`config.mk`:
```
export PLATFORM = sky130hd
export DESIGN_NAME = hawk_axi_rd_arb_flat
export DESIGN_NICKNAME = d
export VERILOG_FILES = /design/src/rtl/hawk_axi_rd_arb_pkg.sv /design/src/rtl/hawk_axi_rd_arb_if.sv /design/src/rtl/hawk_axi_rd_arb_rr.sv /design/src/rtl/hawk_axi_rd_arb.sv /design/src/flat_wrapper.sv
export SDC_FILE = /design/constraint.sdc
export NUM_CORES = 1
export LEC_CHECK = 0
export CORE_AREA = 3 3 498 500
export DETAILED_ROUTE_END_ITERATION = 7
export DIE_AREA = 0 0 501 503
export GPL_TIMING_DRIVEN = 0
export SYNTH_ARGS = -nofsm -noshare
export SYNTH_HDL_FRONTEND = slang
export SYNTH_SLANG_ARGS = --single-unit
```
`constraint.sdc`:
```
create_clock -name clk_i -period 2.63 [get_ports clk_i]
set_input_delay 0.263 -clock clk_i [delete_from_list [all_inputs] [get_ports clk_i]]
set_output_delay 0.263 -clock clk_i [all_outputs]
set_load 0.1 [all_outputs]
```
`src/rtl/hawk_axi_rd_arb_pkg.sv`:
```
// hawk_rd_pkg: shared types and constants for the hawk AXI read arbiter.
//   rd_arb_state_e  - arbiter FSM states (IDLE / ADDR / DATA)
//   RD_REQ_*        - requester index assignments
//   AXI_*           - fixed AR channel encodings
//   idxWidth/rrWrap - helpers for sizing requester indices and round-robin walks
`ifndef HACD_AXI4_ADDR_WIDTH
`define HACD_AXI4_ADDR_WIDTH 64
`endif
`ifndef HACD_AXI4_DATA_WIDTH
`define HACD_AXI4_DATA_WIDTH 512
`endif

package hawk_rd_pkg;

  typedef enum logic [1:0] {
    IDLE = 2'd0,
    ADDR = 2'd1,
    DATA = 2'd2
  } rd_arb_state_e;

  localparam int RD_REQ_PGMNGR  = 0;
  localparam int RD_REQ_CMPMNGR = 1;

  // Full 64-byte cacheline beats, incrementing bursts.
  localparam logic [2:0] AXI_SIZE_64B   = 3'b110;
  localparam logic [1:0] AXI_BURST_INCR = 2'b01;

  // A single requester still needs a one-bit index field.
  function automatic int idxWidth(input int n);
    return (n > 1) ? $clog2(n) : 1;
  endfunction

  function automatic int unsigned rrWrap(input int unsigned base,
                                         input int unsigned off,
                                         input int unsigned n);
    return (base + off) % n;
  endfunction

endpackage

```
`src/rtl/hawk_axi_rd_arb_if.sv`:
```
// hawk_axi_rd_if: AXI4 read-only bus (AR + R channels).
//   master modport - drives m_araddr/m_arlen/m_arsize/m_arburst/m_arvalid and
//                    m_rready; observes m_arready and the R channel.
//   slave modport  - the mirror image, used by the memory side / testbench.
`ifndef HACD_AXI4_ADDR_WIDTH
`define HACD_AXI4_ADDR_WIDTH 64
`endif
`ifndef HACD_AXI4_DATA_WIDTH
`define HACD_AXI4_DATA_WIDTH 512
`endif

interface hawk_axi_rd_if #(
  parameter int AW = `HACD_AXI4_ADDR_WIDTH,
  parameter int DW = `HACD_AXI4_DATA_WIDTH
) ();

  logic [AW-1:0] m_araddr;
  logic [7:0]    m_arlen;
  logic [2:0]    m_arsize;
  logic [1:0]    m_arburst;
  logic          m_arvalid;
  logic          m_arready;
  logic [DW-1:0] m_rdata;
  logic [1:0]    m_rresp;
  logic          m_rlast;
  logic          m_rvalid;
  logic          m_rready;

  modport master (
    output m_araddr, m_arlen, m_arsize, m_arburst, m_arvalid, m_rready,
    input  m_arready, m_rdata, m_rresp, m_rlast, m_rvalid
  );

  modport slave (
    input  m_araddr, m_arlen, m_arsize, m_arburst, m_arvalid, m_rready,
    output m_arready, m_rdata, m_rresp, m_rlast, m_rvalid
  );

endinterface

```
`src/rtl/hawk_axi_rd_arb_rr.sv`:
```
// hawk_rr_arb: combinational round-robin picker.
//   req_i   - request vector, one bit per requester
//   ptr_i   - index that gets first chance this round
//   grant_o - one-hot winner (all zero when nobody requests)
//   idx_o   - binary index of the winner (zero when nobody requests)
module hawk_rr_arb
  import hawk_rd_pkg::*;
#(
  parameter  int NUM_REQ = 2,
  localparam int IW      = idxWidth(NUM_REQ)
) (
  input  logic [NUM_REQ-1:0] req_i,
  input  logic [IW-1:0]      ptr_i,
  output logic [NUM_REQ-1:0] grant_o,
  output logic [IW-1:0]      idx_o
);

  logic          found;
  logic [IW-1:0] cand;

  // Walk the requesters starting at ptr_i and wrapping; the first one asking wins.
  always_comb begin
    grant_o = '0;
    idx_o   = '0;
    found   = 1'b0;
    cand    = '0;
    for (int i = 0; i < NUM_REQ; i++) begin
      cand = IW'(rrWrap(32'(ptr_i), i, NUM_REQ));
      if (!found && req_i[cand]) begin
        grant_o[cand] = 1'b1;
        idx_o         = cand;
        found         = 1'b1;
      end
    end
  end

endmodule

```
`src/rtl/hawk_axi_rd_arb.sv`:
```
// hawk_axi_rd_arb: shares one AXI read port between NUM_REQ requesters,
// one burst outstanding at a time.
//   clk_i, rst_i        - clock, synchronous active-high reset
//   req_vld_i/addr/len  - per-requester read request (held until accepted)
//   req_acc_o           - one-cycle accept pulse to the winner
//   rsp_vld_o           - per-requester beat valid
//   rsp_data_o/last/err - shared response beat; err only on the last beat
//   busy_o              - high while a burst is being issued or drained
//   m_axi               - AXI AR/R channels (master side)
`ifndef HACD_AXI4_ADDR_WIDTH
`define HACD_AXI4_ADDR_WIDTH 64
`endif
`ifndef HACD_AXI4_DATA_WIDTH
`define HACD_AXI4_DATA_WIDTH 512
`endif

module hawk_axi_rd_arb
  import hawk_rd_pkg::*;
#(
  parameter int NUM_REQ = 2,
  parameter int AW      = `HACD_AXI4_ADDR_WIDTH,
  parameter int DW      = `HACD_AXI4_DATA_WIDTH
) (
  input  logic                clk_i,
  input  logic                rst_i,
  input  logic [NUM_REQ-1:0]    req_vld_i,
  input  logic [NUM_REQ*AW-1:0] req_addr_i,
  input  logic [NUM_REQ*8-1:0]  req_len_i,
  output logic [NUM_REQ-1:0]    req_acc_o,
  output logic [NUM_REQ-1:0]    rsp_vld_o,
  output logic [DW-1:0]         rsp_data_o,
  output logic                  rsp_last_o,
  output logic                  rsp_err_o,
  output logic                  busy_o,
  hawk_axi_rd_if.master         m_axi
);

  localparam int IW = idxWidth(NUM_REQ);

  rd_arb_state_e        state_q, state_d;
  logic [AW-1:0]        addr_q, addr_d;
  logic [7:0]           len_q, len_d;
  logic [7:0]           count_q, count_d;
  logic [IW-1:0]        owner_q, owner_d;
  logic [IW-1:0]        rrPtr_q, rrPtr_d;
  logic                 sticky_q, sticky_d;
  logic [NUM_REQ-1:0]   winGrant;
  logic [IW-1:0]        winIdx;

  hawk_rr_arb #(.NUM_REQ(NUM_REQ)) u_rr_arb (
    .req_i   (req_vld_i),
    .ptr_i   (rrPtr_q),
    .grant_o (winGrant),
    .idx_o   (winIdx)
  );

  // State and latched-transaction registers.
  always_ff @(posedge clk_i) begin
    if (rst_i) begin
      state_q  <= IDLE;
      addr_q   <= '0;
      len_q    <= '0;
      count_q  <= '0;
      owner_q  <= '0;
      rrPtr_q  <= '0;
      sticky_q <= 1'b0;
    end else begin
      state_q  <= state_d;
      addr_q   <= addr_d;
      len_q    <= len_d;
      count_q  <= count_d;
      owner_q  <= owner_d;
      rrPtr_q  <= rrPtr_d;
      sticky_q <= sticky_d;
    end
  end

  // Next-state: accept in IDLE, hand off on AR handshake, drain R until rlast.
  always_comb begin
    state_d  = state_q;
    addr_d   = addr_q;
    len_d    = len_q;
    count_d  = count_q;
    owner_d  = owner_q;
    rrPtr_d  = rrPtr_q;
    sticky_d = sticky_q;
    case (state_q)
      IDLE: begin
        if (|req_vld_i) begin
          state_d  = ADDR;
          owner_d  = winIdx;
          count_d  = '0;
          sticky_d = 1'b0;
          for (int i = 0; i < NUM_REQ; i++) begin
            if (winIdx == IW'(i)) begin
              addr_d = req_addr_i[i*AW +: AW];
              len_d  = req_len_i[i*8 +: 8];
            end
          end
        end
      end
      ADDR: begin
        if (m_axi.m_arready) begin
          state_d = DATA;
        end
      end
      DATA: begin
        if (m_axi.m_rvalid) begin
          count_d = count_q + 8'd1;
          if (m_axi.m_rresp[1]) begin
            sticky_d = 1'b1;
          end
          if (m_axi.m_rlast) begin
            state_d = IDLE;
            rrPtr_d = (owner_q == IW'(NUM_REQ - 1)) ? '0 : owner_q + 1'b1;
          end else if (count_q >= len_q) begin
            // Slave overran the burst length; remember it for the real last beat.
            sticky_d = 1'b1;
          end
        end
      end
      default: state_d = IDLE;
    endcase
  end

  // Outputs: accept pulse, AR payload, and combinational R pass-through.
  always_comb begin
    req_acc_o         = '0;
    rsp_vld_o         = '0;
    rsp_data_o        = '0;
    rsp_last_o        = 1'b0;
    rsp_err_o         = 1'b0;
    busy_o            = (state_q != IDLE);
    m_axi.m_araddr    = '0;
    m_axi.m_arlen     = '0;
    m_axi.m_arsize    = '0;
    m_axi.m_arburst   = '0;
    m_axi.m_arvalid   = 1'b0;
    m_axi.m_rready    = 1'b0;
    case (state_q)
      IDLE: begin
        // An accept during reset would be lost, so hold it off.
        if (!rst_i) begin
          req_acc_o = winGrant;
        end
      end
      ADDR: begin
        m_axi.m_arvalid = 1'b1;
        m_axi.m_araddr  = addr_q;
        m_axi.m_arlen   = len_q;
        m_axi.m_arsize  = AXI_SIZE_64B;
        m_axi.m_arburst = AXI_BURST_INCR;
      end
      DATA: begin
        m_axi.m_rready = 1'b1;
        if (m_axi.m_rvalid) begin
          rsp_vld_o[owner_q] = 1'b1;
          rsp_data_o         = m_axi.m_rdata;
          rsp_last_o         = m_axi.m_rlast;
          rsp_err_o          = m_axi.m_rlast &&
                               (sticky_q || m_axi.m_rresp[1] || (count_q != len_q));
        end
      end
      default: ;
    endcase
  end

endmodule

```
`src/flat_wrapper.sv`:
```
// flat-port wrapper written by rule: the top's interface ports become plain ports
module hawk_axi_rd_arb_flat import hawk_rd_pkg::*;
#(
  parameter int NUM_REQ = 2,
  parameter int AW      = `HACD_AXI4_ADDR_WIDTH,
  parameter int DW      = `HACD_AXI4_DATA_WIDTH
)
  (clk_i, rst_i, req_vld_i, req_addr_i, req_len_i, req_acc_o, rsp_vld_o, rsp_data_o, rsp_last_o, rsp_err_o, busy_o, m_axi_m_araddr, m_axi_m_arlen, m_axi_m_arsize, m_axi_m_arburst, m_axi_m_arvalid, m_axi_m_rready, m_axi_m_arready, m_axi_m_rdata, m_axi_m_rresp, m_axi_m_rlast, m_axi_m_rvalid);
  hawk_axi_rd_if #(.AW(AW), .DW(DW)) m_axi_i ();
  input  logic clk_i;
  input  logic rst_i;
  input  logic [NUM_REQ-1:0] req_vld_i;
  input  logic [NUM_REQ*AW-1:0] req_addr_i;
  input  logic [NUM_REQ*8-1:0] req_len_i;
  output logic [NUM_REQ-1:0] req_acc_o;
  output logic [NUM_REQ-1:0] rsp_vld_o;
  output logic [DW-1:0] rsp_data_o;
  output logic rsp_last_o;
  output logic rsp_err_o;
  output logic busy_o;
  output wire logic [$bits(m_axi_i.m_araddr)-1:0] m_axi_m_araddr;
  output wire logic [$bits(m_axi_i.m_arlen)-1:0] m_axi_m_arlen;
  output wire logic [$bits(m_axi_i.m_arsize)-1:0] m_axi_m_arsize;
  output wire logic [$bits(m_axi_i.m_arburst)-1:0] m_axi_m_arburst;
  output wire logic [$bits(m_axi_i.m_arvalid)-1:0] m_axi_m_arvalid;
  output wire logic [$bits(m_axi_i.m_rready)-1:0] m_axi_m_rready;
  input wire logic [$bits(m_axi_i.m_arready)-1:0] m_axi_m_arready;
  input wire logic [$bits(m_axi_i.m_rdata)-1:0] m_axi_m_rdata;
  input wire logic [$bits(m_axi_i.m_rresp)-1:0] m_axi_m_rresp;
  input wire logic [$bits(m_axi_i.m_rlast)-1:0] m_axi_m_rlast;
  input wire logic [$bits(m_axi_i.m_rvalid)-1:0] m_axi_m_rvalid;
  assign m_axi_m_araddr = m_axi_i.m_araddr;
  assign m_axi_m_arlen = m_axi_i.m_arlen;
  assign m_axi_m_arsize = m_axi_i.m_arsize;
  assign m_axi_m_arburst = m_axi_i.m_arburst;
  assign m_axi_m_arvalid = m_axi_i.m_arvalid;
  assign m_axi_m_rready = m_axi_i.m_rready;
  assign m_axi_i.m_arready = m_axi_m_arready;
  assign m_axi_i.m_rdata = m_axi_m_rdata;
  assign m_axi_i.m_rresp = m_axi_m_rresp;
  assign m_axi_i.m_rlast = m_axi_m_rlast;
  assign m_axi_i.m_rvalid = m_axi_m_rvalid;
  hawk_axi_rd_arb #(.NUM_REQ(NUM_REQ), .AW(AW), .DW(DW)) u_core (.clk_i(clk_i), .rst_i(rst_i), .req_vld_i(req_vld_i), .req_addr_i(req_addr_i), .req_len_i(req_len_i), .req_acc_o(req_acc_o), .rsp_vld_o(rsp_vld_o), .rsp_data_o(rsp_data_o), .rsp_last_o(rsp_last_o), .rsp_err_o(rsp_err_o), .busy_o(busy_o), .m_axi(m_axi_i));
endmodule
```
==> impl_metrics.toml, run 1 <==
[worst_setup_path]
ff2ff_setup_slack_ps = 210
critPathArrivalTime_ps = 2930
setup.worst_path.class = "primary input to flop"
cp-endpoint = "u_core.addr_q[1]$_SDFFE_PP0P_"
cp_cell_sequence = "clkdlybuf4s50_1, inv_1, o21ai_1, buf_4, buf_2, mux2i_1, a211oi_1"
cp_data_required_time_ps = 2840
cp_max_fo = 10
end_kind = "flop"
critPathLaunchType = "primary input"
worstReg2RegEnd = "u_core.addr_q[1]$_SDFFE_PP0P_"
r2r-start = "u_core.rrPtr_q$_SDFFE_PP0P_"
cp_slowest_cell = "mux2i_1"
cpPeakStageDelay_ps = 840
reg2reg_depth = 5
cp-startpoint = "req_vld_i[0]"

[clock_tree]
cts_tree = "yes"
cts_buffers = 9
clk_pin_slew_ps = 80
cts_sinks = 85
clock-root-buffer = "clkbuf_16"
cts_hold_buf = 0
cts.htree.levels = 3
cts_max_path_buffers = 2
clock_latency_ps = 370

[synthesis]
synth_xor_area_frac = 0.00215
ys_seq_area_frac = 0.209
synth_compound_gate_area_share = 0.0872
synth_top_family_by_area = "simple AND/OR/NAND/NOR gates"
yosys.area_share.simple = 0.513
syn_area_per_cell_um2 = 7.14
yosys.cell_types.count = 41
netlist_instances = 1142
synth-seq-cells = 85
synthAdderAreaFrac = 0.0138
synth_area_um2 = 8150
ys_warn_count = 0
synth_mux_area_frac = 0.0884

[die]
top_level_ports = 1263
rows = 181
dieHeight_um = 503
die_w_um = 501
start_util = 0.0335
core_area_um2 = 243000
dieArea_um2 = 252000

[sta]
max_freq_ghz = 0.368
min_period_ps = 2720
min_period_over_period = 1.03
hold_viol_final = 0
slew_headroom = 0.255
worst_slack_ps = -85.1
finClkSkew_ps = 14.7
setup-violations-final = 2
maxSlewViolCount = 0
tightest_slew_ps = 1120

[flow_run]
max_cap_violations = 0

[power_and_ir_drop]
p_per_area_nw_per_um2 = 303
power.leakage_nw = 11.7
fin_total_pwr_mw = 7.82
peakVddDrop_v = 0.000233

[detailed_routing]
wirelength_um = 265000
viasPerCell = 2.92
wl_per_cell_um = 46.1
drt.antenna.violating_nets = 0
drc_errors = 0
dr.pass1.iters = 6
drtIter0Drc = 1505
via_count = 16778

[global_routing]
grt_start_max_net_pins = 16
grt_pass1_wl_um = 293000
grt_pass1_vias = 15570
grt_usage = 0.198
gr-total-overflow = 0
antenna_found_initial = 253

[finish]
final_nets = 3095
drive_gt1_frac = 0.347
final-instance-count-excl-fill = 5737
area_growth_pct = 216

[worst_hold_path]
min-delay-path-class = "primary input to flop"
whs_path_depth = 5

[place]
place_congestion = 0.974
placedCellCount = 5605
place_hpwl_um = 251000
io_buffer_count = 1258
pre_cts_slack_ps = -2710

[run_status]
violations = "setup timing"
status = "finished with violations"
-- worst min-delay path by stage --
stage                                   start                             end  slack [ps]
2_1_floorplan                 m_axi_m_arready  u_core.state_q[1]$_SDFFE_PP0P_         420
5_1_grt         u_core.addr_q[4]$_SDFFE_PP0P_   u_core.addr_q[4]$_SDFFE_PP0P_         520
3_5_place_dp   u_core.addr_q[26]$_SDFFE_PP0P_  u_core.addr_q[26]$_SDFFE_PP0P_         490
6_report                       m_axi_m_rvalid  u_core.count_q[3]$_SDFFE_PP0P_         480
3_3_place_gp    u_core.addr_q[3]$_SDFFE_PP0P_   u_core.addr_q[3]$_SDFFE_PP0P_         490
4_1_cts        u_core.addr_q[26]$_SDFFE_PP0P_  u_core.addr_q[26]$_SDFFE_PP0P_         500
-- layer usage --
metal  routed length [um]  track usage  vias up
li1                     -            -     6791
met1                89800        0.201     7883
met2               120000        0.326     1479
met3                42300        0.136      507
met4                11600       0.0639      118
met5                  777            0        -
-- what timing repair did --
item,CTS,global route
setup buffers,3,3
hold endpoints to repair,0,0
gates cloned,0,1
gates resized for setup,3793,77
setup endpoints to repair,655,229
-- through the flow --
stage | hold WS (ps) | area, um^2 | TNS [ps] | util
2_1_floorplan | 423 | 8170 | -497 | -
3_3_place_gp | 492 | 24800 | -1154470 | 0.102
4_1_cts | 501 | 25300 | -62.8 | 0.104
5_1_grt | 525 | 25600 | -5.25 | 0.105
6_report | 484 | 25800 | -106 | 0.106
3_5_place_dp | 493 | 24600 | -1010440 | 0.101
-- where the power goes --
group | leakage, nW | internal [mW] | total (mW) | switching, mW
Clock | 0.145 | 0.706 | 1.33 | 0.626
Sequential | 0.706 | 1.43 | 1.60 | 0.167
Combinational | 10.8 | 1.61 | 4.89 | 3.28
-- flip-flops by register name, summed over array words and instances, names as in the netlist --
| name | cells |
|---|---|
| u_core.state_q | 2 |
| u_core.count_q | 8 |
| u_core.rrPtr_q | 1 |
| u_core.len_q | 8 |
| u_core.sticky_q | 1 |
| u_core.owner_q | 1 |
| u_core.addr_q | 64 |
-- layout by cell type (no fill, tap or decap), types with 3 or more instances in the layout --
cell type          n
ha_1               9
buf_2             29
nand4_1            3
and3_4            10
a211oi_1          76
inv_1             15
clkbuf_2          56
and3_2            61
clkdlybuf4s50_1  661
nor2_1            84
mux2i_1           33
buf_1              4
a21oi_1            4
buf_8             37
and2_1            73
clkbuf_16         11
buf_4            309
mux2i_2           39
buf_6            191
clkbuf_1          55
buf_12            22
clkbuf_8          10
diode_2          109
dfxtp_1           82
and3_1           442
clkbuf_4          23
clkdlybuf4s15_2   29
nor3_2             3
nand2_1            6
or4_1              4
a2111oi_0          3
-- worst max-delay path, delay by kind of cell --
kind | cells | cell delay [ps]
AO/OA/AOI/OAI | 2 | 310
buffers and inverters | 4 | 1510
multiplexers | 1 | 840
-- cell usage after synthesis --
cell type    n  area (um^2)
nand3b_1     2         15.0
a22oi_1      2         15.0
and3_1     513         3210
or2_2        1         6.26
clkbuf_2     1         5.00
nor4_1       2         12.5
nor2_4       1         11.3
nor3_1       2         10.0
nor2_1      84          315
nor4b_1      1         8.76
nand2b_1     1         6.26
or4_4        1         11.3
o31ai_1      2         15.0
buf_1        4         15.0
a21o_1       1         7.51
or4_1        4         30.0
o21a_1       2         15.0
conb_1       1         3.75
buf_2       17         85.1
buf_4        5         37.5
o211ai_1     2         15.0
xnor2_1      2         17.5
nand4_1      3         18.8
a2111oi_0    4         35.0
o21ai_1      2         10.0
a211oi_1    76          571
inv_1       15         56.3
dfxtp_1     85         1700
a21oi_1      4         20.0
nand2_1      6         22.5
ha_1         9          113
nor3_2       1         10.0
or3_1        1         6.26
o21bai_1     1         7.51
nand3_1      1         5.00
and2_1      73          457
clkbuf_1   134          503
nor2b_1      2         12.5
mux2i_1     72          721
or2_1        1         6.26
and2b_1      1         7.51
-- layout make-up --
cell class / count / area (um^2)
multi-input cells: 882 / 6050
clock buffers: 11 / 253
repair buffers: 1267 / 12500
fillers: 28342 / 218000
plain buffers: 161 / 905
flip-flops and latches: 85 / 1710
clock inverters: 5 / 41.3
well taps: 3202 / 4010
inverters: 15 / 56.3
diodes: 109 / 273
-- cell families after synthesis --
group           Yosys count
mux                      72
flops                    85
fa+ha+maj                 9
simple gates            701
xor+xnor                  2
other cells               1
buf+inv                 176
compound gates           96
Note: power is estimated with default switching activity, not from simulation.
==> run 2, diff against run 1 <==
- ABC_AREA: default -> 1
- CORE_AREA: 3 3 498 500 -> 3 3 485 487
- DIE_AREA: 0 0 501 503 -> 0 0 488 490
==> run 2 against run 1 <==
  * The run now ends clean
  * Sequential power decreased by 9%
  * Clock skew fell by 2.1 ps
  * First-iteration DRC count rose by 0.66%
  * Worst setup slack gained 110 ps
  * Worst hold slack improved by 3.2 ps
  * Synthesized cell count is 56% higher
  * Synthesized area is 8.5% higher
  * Fmax is 4.0% higher
  * Clock power about the same
  * Sequential cell count stayed put
  * Final cell count grew 6.9%
  * Critical path type is now flop to output pin
  * Critical endpoint is now rsp_data_o[231]
==> impl_metrics.toml, run 2 <==
[global_routing]
grt_usage = 0.185
antenna_found_initial = 218
grt_start_max_net_pins = 19
grt_pass1_vias = 17386
gr-total-overflow = 0
grt_pass1_wl_um = 269000

[detailed_routing]
drc_errors = 0
viasPerCell = 2.97
wl_per_cell_um = 37.8
drt.antenna.violating_nets = 0
drtIter0Drc = 1515
dr.pass1.iters = 7
wirelength_um = 232000
via_count = 18225

[sta]
worst_slack_ps = 20.4
hold_viol_final = 0
tightest_slew_ps = 1160
min_period_over_period = 0.992
slew_headroom = 0.231
maxSlewViolCount = 0
min_period_ps = 2610
finClkSkew_ps = 12.6
setup-violations-final = 0
fin_tns_setup_ps = 0
max_freq_ghz = 0.383
rsz0062_at_grt = "true"

[synthesis]
syn_area_per_cell_um2 = 4.96
yosys_most_used_dff = "dfxtp_1"
synth_common_cells = "nor2_1 (658), nand2_1 (588), inv_1 (93)"
yosysMostFrequentCell = "nor2_1"
netlist_instances = 1784
async_reset_ff_frac = 0
ys_seq_area_frac = 0.192
ys_warn_count = 0
synth_top_area_cell = "nor2_1"
synth_area_leaders = "nor2_1 (28%), nand2_1 (25%), dfxtp_1 (19%), o32ai_1 (5.3%), inv_1 (3.9%)"
synth-seq-cells = 85
synth_edf_count = 0
yosys.cell_types.count = 33
synthDominantCellAreaShare = 0.279
synth_area_um2 = 8840

[worst_setup_path]
critPathArrivalTime_ps = 2350
end_kind = "output pin"
cp_max_fo = 10
cp_data_required_time_ps = 2370
critPathLaunchType = "flop"
setup.worst_path.class = "flop to output pin"
reg2reg_depth = 6

[die]
start_util = 0.0381
top_level_ports = 1263
die_w_um = 488
rows = 177
core_area_um2 = 232000
dieArea_um2 = 239000
dieHeight_um = 490

[run_status]
status = "completed"

[worst_hold_path]
min-delay-path-class = "flop to flop"
whs_path_depth = 2

[place]
place_hpwl_um = 220000
place_congestion = 0.957
pre_cts_slack_ps = -1620
placedCellCount = 6085
io_buffer_count = 1257

[clock_tree]
cts_hold_buf = 0
clk_pin_slew_ps = 80
cts_max_path_buffers = 2
cts_buffers = 9
clock-root-buffer = "clkbuf_16"
cts_tree = "yes"
cts.htree.levels = 3
clock_latency_ps = 370
cts_sinks = 85

[finish]
area_growth_pct = 188
regMostFlops = "u_core.addr_q"
final_nets = 3731
drive_gt1_frac = 0.318
fill_cells = 27274
final-instance-count-excl-fill = 6135
final_cell_mix = "clkdlybuf4s50_1 (662), nand2_1 (587), nor2_1 (431)"
largest_register_ffs = 64
layout_commonest_cell = "clkdlybuf4s50_1"
largestRegisters = "u_core.addr_q (64), u_core.count_q (8), u_core.len_q (8)"

[flow_run]
max_cap_violations = 0

[power_and_ir_drop]
power.leakage_nw = 9.98
peakVddDrop_v = 0.000332
fin_total_pwr_mw = 7.56
p_per_area_nw_per_um2 = 297
run 2: what timing repair did:
action | in CTS | in global routing
endpoints found under the setup margin | 593 | 222
buffers inserted | 1 | 3
pin swaps | 2 | 0
gates resized for setup | 3464 | 199
run 2: worst max-delay path: stages (launching register included):
cell and delay [ps]:
dfxtp_4 380, inv_2 50, nor2_4 230, inv_6 160
clkbuf_4 270, buf_2 260, nor2_2 290, buf_6 280
run 2: cell type report:
class	count	area, um^2	area share
diodes	30	75.1	0.00295
plain buffers	164	856	0.0336
clock buffers	9	225	0.00884
clock inverters	7	76.3	0.00299
inverters	99	394	0.0155
multi-input cells	1437	6780	0.266
flip-flops and latches	85	1710	0.0669
well taps	3043	3810	0.149
repair buffers	1261	11600	0.454
run 2: cells by family (layout without fill, tap and decap cells):
logic type / after synthesis / count (layout) / synth area share
fa+ha+maj: 9 / 9 / 0.0127
buf+inv: 263 / 1540 / 0.131
simple gates: 1276 / 1276 / 0.551
compound gates: 150 / 150 / 0.113
flops: 85 / 85 / 0.192
other cells: 1 / 32 / 0.000424
run 2: where the power goes:
group	switching [mW]	internal, mW	total (mW)
Sequential	0.0371	1.41	1.45
Combinational	3.24	1.51	4.75
Clock	0.687	0.676	1.36
Total	3.96	3.59	7.56
run 2: metal layers:
metal,global-route usage,part of all wire,vias up,wire (um)
met2,0.309,0.46,1339,107000
met1,0.195,0.36,8287,82700
met3,0.116,0.15,470,34100
li1,-,-,8011,-
met5,0,0.0032,-,752
met4,0.0414,0.032,118,7430
run 2: final timing paths:
path,startpoint,end,slack [ps]
setup / recovery,u_core.state_q[1]$_SDFFE_PP0P_,rsp_data_o[231],20
hold / removal,u_core.addr_q[30]$_SDFFE_PP0P_,u_core.addr_q[30]$_SDFFE_PP0P_,490
setup reg to reg,u_core.rrPtr_q$_SDFFE_PP0P_,u_core.addr_q[57]$_SDFFE_PP0P_,590
hold reg to reg,u_core.addr_q[30]$_SDFFE_PP0P_,u_core.addr_q[30]$_SDFFE_PP0P_,490
run 2: stage by stage:
step                utilization  area, um^2  hold slack [ps]
CTS                       0.107       24900              469
finish                    0.110       25500              487
floorplan                     -        9330              424
global route              0.110       25500              483
global placement          0.111       25700              462
detailed placement        0.110       25600              473
